--- config.mk ---
export PLATFORM = sky130hd
export DESIGN_NAME = qed_pair_compare
export DESIGN_NICKNAME = d
export VERILOG_FILES = /design/src/rtl/qed_pkg.sv /design/src/rtl/qed_pair_compare.sv
export SDC_FILE = /design/constraint.sdc
export NUM_CORES = 1
export LEC_CHECK = 0
export BUFFER_PORTS_ARGS = -buffer_cell sky130_fd_sc_hd__buf_2
export CAP_MARGIN = 20
export CORE_MARGIN = 3
export CORE_UTILIZATION = 30
export DETAILED_ROUTE_END_ITERATION = 10
export PLACE_DENSITY = 0.91
export SLEW_MARGIN = 20
export SYNTH_ARGS = -nofsm -noshare
export SYNTH_HDL_FRONTEND = slang
export SYNTH_SLANG_ARGS = --single-unit
--- constraint.sdc ---
create_clock -name vclk -period 1.8
set_input_delay 0.18 -clock vclk [all_inputs]
set_output_delay 0.18 -clock vclk [all_outputs]
set_load 0.005 [all_outputs]
--- src/rtl/qed_pkg.sv ---
// Shared types, default geometry and elaboration helpers for the QED consistency checker.
package qed_pkg;

    typedef enum logic [1:0] {
        ST_IDLE,
        ST_SCAN,
        ST_REPORT,
        ST_FAIL
    } state_e;

    // Geometry of the default build (32 registers, one lane).
    localparam int P      = 16;
    localparam int B      = 16;
    localparam int IDX_W  = 4;
    localparam int BEAT_W = 5;

    function automatic int idx_width(input int n);
        return (n > 1) ? $clog2(n) : 1;
    endfunction

    function automatic bit params_ok(input int num_regs, input int lanes);
        return (num_regs >= 2) && (num_regs % 2 == 0) && (lanes > 0) &&
               ((num_regs / 2) % lanes == 0);
    endfunction

endpackage

--- src/rtl/qed_pair_compare.sv ---
// Compares LANES original/duplicate register pairs; reports the lowest mismatching pair index.
module qed_pair_compare
    import qed_pkg::*;
#(
    parameter int XLEN    = 32,
    parameter int LANES   = 1,
    parameter int IDX_W   = 4,
    parameter int SKIP_R0 = 1
) (
    input  logic [LANES*XLEN-1:0] orig_i,
    input  logic [LANES*XLEN-1:0] dup_i,
    input  logic [LANES-1:0]      mask_i,
    input  logic [IDX_W-1:0]      base_i,
    output logic                  any_mismatch_o,
    output logic [IDX_W-1:0]      mis_idx_o
);

    logic [IDX_W-1:0] pair_idx;
    logic             excluded;

    // Walk lanes high to low so the lowest mismatching lane is written last.
    always_comb begin
        any_mismatch_o = 1'b0;
        mis_idx_o      = '0;
        pair_idx       = '0;
        excluded       = 1'b0;
        for (int l = LANES - 1; l >= 0; l--) begin
            pair_idx = base_i + IDX_W'(l);
            excluded = mask_i[l] || ((SKIP_R0 != 0) && (pair_idx == '0));
            if (!excluded && (orig_i[l*XLEN +: XLEN] != dup_i[l*XLEN +: XLEN])) begin
                any_mismatch_o = 1'b1;
                mis_idx_o      = pair_idx;
            end
        end
    end

endmodule

==> results.ini, run 1 <==
[outcome]
status=complete, no violations

[route]
vias=651
drtAntennaViolNets=0
drt_iter0_markers=6
drc=0
drtPass1Iterations=4
wire_per_inst_um=12.8
routed_wl_um=1790
vias_per_cell=4.65

[finish]
area_growth_pct=93.7
register_area_um2=0
design.seq.count=0
nClkBuffers=0
drive_gt1_frac=0.603
diodes=0
fin_cells=140
nets=197

[die]
dieHeight_um=43.2
core_area_um2=1200
die_area_um2=1860
start_util=0.345
io_pins=74
die_w_um=43.2
row_count=12

[global_routing]
grtUsageTotal=0.186
grt_remaining_overflow=0
antenna_found_initial=0
grt_pass1_wl_um=2820
grt_pass1_vias=709
grt_max_degree=6

[clock_tree]
ctsResizeCount=0
holdBufCountCts=0
post-cts-setup-buffers=0

[power_and_ir_drop]
ir_drop_mv=0.104
leakage_nw=0.385
power_density_nw_per_um2=223

[place]
dp_cells=140
port_buffers=74
place_congestion=0.689
hpwl_um=1700

[worst_setup_path]
worstSetupEndpointType=output port
arrival_ns=1.39
cp-start-kind=input port
crit_path_start=dup_i[9]
worstPathRequired_ns=1.62
crit_type=input port to output port
crit_fanout=5

[logic_synthesis]
yosysSeqAreaShare=0
synth.avg_cell_area_um2=7.96
ys_types=7
ys_warn_count=0
synth.top_cell.area_share=0.677
syn_inst=52
synth_nets=121
syn_area_um2=414
yosysTopAreaCell=xnor2_1
synthTopCellsByArea=xnor2_1, nand4_1, nand2b_1, nor4_2, a21oi_1

[timing]
tightest_slew_ns=0.478
rsz0062_at_grt=no
setup-violations-final=0
fmax_mhz=637
slew_violations=0
tns_ns=0
hold_violations=0
relSlewSlack=0.678
fin_crit_sh=0.873
fin_crit_ns=1.57

[hold_path]
hp-start=mask_i
holdCritPathClass=input port to output port

[run]
maxCapViolCount=0

[per-layer routing]
layer / track usage / part of all wire
met5: 0 / 0
met4: 0.0120 / 0
met3: 0.00424 / 0.059
met2: 0.428 / 0.67
met1: 0.176 / 0.27
[Yosys cell counts]
cell and number:
nand4_1 8, a21oi_1 4, nand2b_1 4, a211oi_1 1, nor4_2 2, nor4_1 1, xnor2_1 32
[worst max-delay path, cell delays in order]
cell and delay (ns):
buf_2 0.10, xnor2_1 0.14, nand4_1 0.14, nor4_2 0.51, a211oi_1 0.16, buf_2 0.16
[power by group]
group	leakage [nW]	total (mW)	internal, mW	switching [mW]
Sequential	0	0	0	0
Clock	0	0	0	0
Combinational	0.385	0.178	0.111	0.0676
[kinds of logic after synthesis]
| kind of cell | Yosys count | share of synthesized area |
|---|---|---|
| compound gates | 5 | 0.0665 |
| xor+xnor | 32 | 0.677 |
| simple gates | 15 | 0.257 |
[through the flow]
stage | hold WS (ns) | worst slack, ns | area (um2) | utilization | power [mW]
5_1_grt | 0.656 | 0.0830 | 802 | 0.668 | 0.195
4_1_cts | 0.635 | 0.228 | 802 | 0.668 | 0.180
3_3_place_gp | 0.620 | 0.321 | 802 | 0.668 | 0.170
2_1_floorplan | 0.390 | 0.640 | 414 | - | 0.0773
6_report | 0.638 | 0.229 | 802 | 0.668 | 0.178
3_5_place_dp | 0.635 | 0.240 | 802 | 0.668 | 0.179
[path summary, 6_finish.rpt]
kind | cells past startpoint | slack (ns) | end
worst max-delay path | 6 | 0.23 | any_mismatch_o
worst min-delay path | 3 | 0.64 | any_mismatch_o
[placed cells by master, fill, tap and decap left out, drive strengths merged]
cell / synthesis / layout
xnor2: 32 / 32
nand4: 8 / 8
nor4: 3 / 3
a211oi: 1 / 1
a21oi: 4 / 4
nand2b: 4 / 4
buf: 0 / 74
[final cells by class]
| class | count | area [um2] |
|---|---|---|
| Fill cell | 115 | 399 |
| Multi-Input combinational cell | 52 | 414 |
| Tap cell | 14 | 17.5 |
| Timing Repair Buffer | 74 | 370 |
Note: power is estimated with default switching activity, not from simulation.
==> inputs of run 2 (changes only) <==
==> constraint.sdc (replaced) <==
create_clock -name vclk -period 1.8
set_input_delay 0.18 -clock vclk [all_inputs]
set_output_delay 0.18 -clock vclk [all_outputs]
set_load 0.01 [all_outputs]
==> results.ini, run 2 (synthesis results as in run 1) <==
[outcome]
status=complete, no violations

[finish]
nClkBuffers=0
final_cell_mix=buf_2, xnor2_1, nand4_1
fin_util=0.668
fill_cells=114
stdcell_area_um2=802
area_growth_pct=93.7
drive_gt1_frac=0.603
diodes=0
layout_commonest_cell=buf_2
nets=197
multiInputGateArea_um2=414
design.seq.count=0
register_area_um2=0

[hold_path]
holdCritPathClass=input port to output port
holdPathEnd=any_mismatch_o
hp-start=mask_i
min_path_cells=3

[route]
routed_wl_um=1740
drc=0
drtPass1Iterations=2
vias=655
drtAntennaViolNets=0
wire_per_inst_um=12.4
vias_per_cell=4.68
drt_iter0_markers=1

[power_and_ir_drop]
leakage_nw=0.385
ir_drop_mv=0.106
netSwitchingPower_mw=0.0688
p_int_mw=0.111
p_comb_frac=1.000
power_density_nw_per_um2=224
seq_power_share=0
p_clk_frac=0
swShare=0.383

[place]
place_congestion=0.689
pre_cts_slack_ns=0.219
port_buffers=74
placed_cell_area_um2=802
hpwl_um=1690

[timing]
tightest_slew_ns=0.474
hold_slack_ns=0.652
setup-violations-final=0
rsz0062_at_grt=no
tns_ns=0
slew_violations=0
fin_crit_ns=1.58
fin_crit_sh=0.876
final.setup.worst_slack_ns=0.222
hold_violations=0
relSlewSlack=0.681
fmax_mhz=634

[die]
die_area_um2=1860
io_pins=74
row_count=12
core_area_um2=1200
die_w_um=43.2
dieHeight_um=43.2
start_util=0.345

[global_routing]
grt_pass1_vias=712
grt_pass1_wl_um=2770
grt_max_degree=6
grt_remaining_overflow=0
grtUsageTotal=0.182
antenna_found_initial=0

[clock_tree]
holdBufCountCts=0
post-cts-setup-buffers=0
ctsResizeCount=0

[worst_setup_path]
crit_type=input port to output port
arrival_ns=1.40
cp-start-kind=input port
worstPathRequired_ns=1.62
crit_fanout=5
worstSetupEndpointType=output port

[run]
maxCapViolCount=0

-- run 2: cell counts in the layout (fill, tap and decap cells not counted) --
No cell type changed its count.
-- run 2: layout make-up --
| cell class | instances | area share |
|---|---|---|
| tap | 14 | 0.0218 |
| timing repair buffer | 74 | 0.462 |
| multi-input combinational | 52 | 0.516 |
-- run 2: how the worst max path moves through the flow --
stage	startpoint	to	slack, ns	depth (start not counted)
after global placement	dup_i[9]	any_mismatch_o	0.31	6
after floorplan	dup_i[9]	any_mismatch_o	0.60	4
after CTS	dup_i[22]	any_mismatch_o	0.21	6
after global routing	dup_i[9]	any_mismatch_o	0.06	6
final	dup_i[22]	any_mismatch_o	0.22	6
after detailed placement	dup_i[9]	any_mismatch_o	0.22	6
-- run 2: through the flow --
stage,power (mW),cells
2_1_floorplan,0.0797,52
3_3_place_gp,0.173,140
3_5_place_dp,0.182,140
4_1_cts,0.182,140
5_1_grt,0.197,140
6_report,0.180,140
-- run 2: power groups by stage --
stage                     Sequential [mW]  Combinational (mW)  Clock, mW
final                                   0               0.180          0
after global routing                    0               0.197          0
after CTS                               0               0.182          0
after detailed placement                0               0.182          0
after global placement                  0               0.173          0
after floorplan                         0              0.0797          0
-- run 2: layer usage --
metal	part of all wire	up-vias	GRT usage
li1	-	333	-
met1	0.28	295	0.173
met2	0.66	27	0.416
met3	0.059	0	0.00847
met4	0	0	0.00602
met5	0	-	0
-- run 2: critical path: stages --
cell      delay (ns)
buf_2           0.11
xnor2_1         0.17
nand4_1         0.14
nor4_2          0.47
a211oi_1        0.16
buf_2           0.18
==> inputs of run 3 (changes only) <==
- CORE_UTILIZATION: 30 -> 28
- PLACE_DENSITY: 0.91 -> 0.86
- clock period: 1.8 -> 1.81 ns (I/O delays scaled with it)
==> results.ini, run 3 (synthesis results as in run 1) <==
[hold_path]
holdCritPathClass=input port to output port
hp-start=mask_i

[die]
dieHeight_um=44.5
core_area_um2=1350
io_pins=74
die_area_um2=1980
die_w_um=44.5
start_util=0.307
row_count=13

[timing]
fin_crit_ns=1.55
fmax_mhz=646
hold_slack_ns=0.648
tightest_slew_ns=0.464
slew_violations=0
final.setup.worst_slack_ns=0.261
relSlewSlack=0.688
setup-violations-final=0
tns_ns=0
fin_crit_sh=0.856
rsz0062_at_grt=no
hold_violations=0

[finish]
design.seq.count=0
drive_gt1_frac=0.603
layout_commonest_cell=buf_2
area_growth_pct=94.0
diodes=0
fill_cells=134
nClkBuffers=0
nets=197
register_area_um2=0
final_cell_mix=buf_2, xnor2_1, nand4_1

[global_routing]
grt_pass1_vias=641
antenna_found_initial=0
grt_max_degree=6
grt_pass1_wl_um=2260
grt_remaining_overflow=0
grtUsageTotal=0.141

[power_and_ir_drop]
swShare=0.368
p_int_mw=0.110
p_clk_frac=0
netSwitchingPower_mw=0.0643
power_density_nw_per_um2=217
ir_drop_mv=0.119
seq_power_share=0
p_comb_frac=1.000
leakage_nw=0.385

[worst_setup_path]
crit_type=input port to output port
worstPathRequired_ns=1.63
crit_path_start=dup_i[10]
crit_fanout=5
cp-start-kind=input port
arrival_ns=1.37
worstSetupEndpointType=output port

[route]
drt_iter0_markers=1
wire_per_inst_um=10.2
drtAntennaViolNets=0
routed_wl_um=1440
vias=625
drc=0
vias_per_cell=4.43
drtPass1Iterations=2

[place]
pre_cts_slack_ns=0.248
port_buffers=74
place_congestion=0.644
hpwl_um=1430

[run]
maxCapViolCount=0

[clock_tree]
ctsResizeCount=0
holdBufCountCts=0
post-cts-setup-buffers=0

[outcome]
status=complete, no violations

## run 3: final cells by class
cell class / instances / area (um2) / share of cell area
multi-input combinational: 52 / 414 / 0.516
tap: 15 / 18.8 / 0.0234
timing repair buffer: 74 / 370 / 0.461
## run 3: critical path: stages
cell,delay (ns)
buf_2,0.10
xnor2_1,0.16
nand4_1,0.13
nor4_2,0.49
a211oi_1,0.14
buf_2,0.17
## run 3: power groups by stage
stage	Sequential (mW)	Combinational, mW	Clock (mW)
2_1_floorplan	0	0.0792	0
3_5_place_dp	0	0.176	0
3_3_place_gp	0	0.172	0
5_1_grt	0	0.194	0
6_report	0	0.174	0
4_1_cts	0	0.177	0
## run 3: final timing paths
path | cells past startpoint | end
setup / recovery | 6 | any_mismatch_o
hold / removal | 3 | any_mismatch_o
## run 3: routing by layer
metal | GRT usage | wire length (um) | up-vias
li1 | - | - | 332
met1 | 0.145 | 433 | 265
met2 | 0.309 | 886 | 28
met3 | 0.00407 | 122 | 0
met4 | 0.0120 | 0 | 0
met5 | 0 | 0 | -
## run 3: stage by stage
step	std cells	util	instance area (um2)	total power, mW
floorplan	52	-	414	0.0792
global placement	141	0.595	803	0.172
detailed placement	141	0.595	803	0.176
CTS	141	0.595	803	0.177
global route	141	0.595	803	0.194
finish	141	0.595	803	0.174
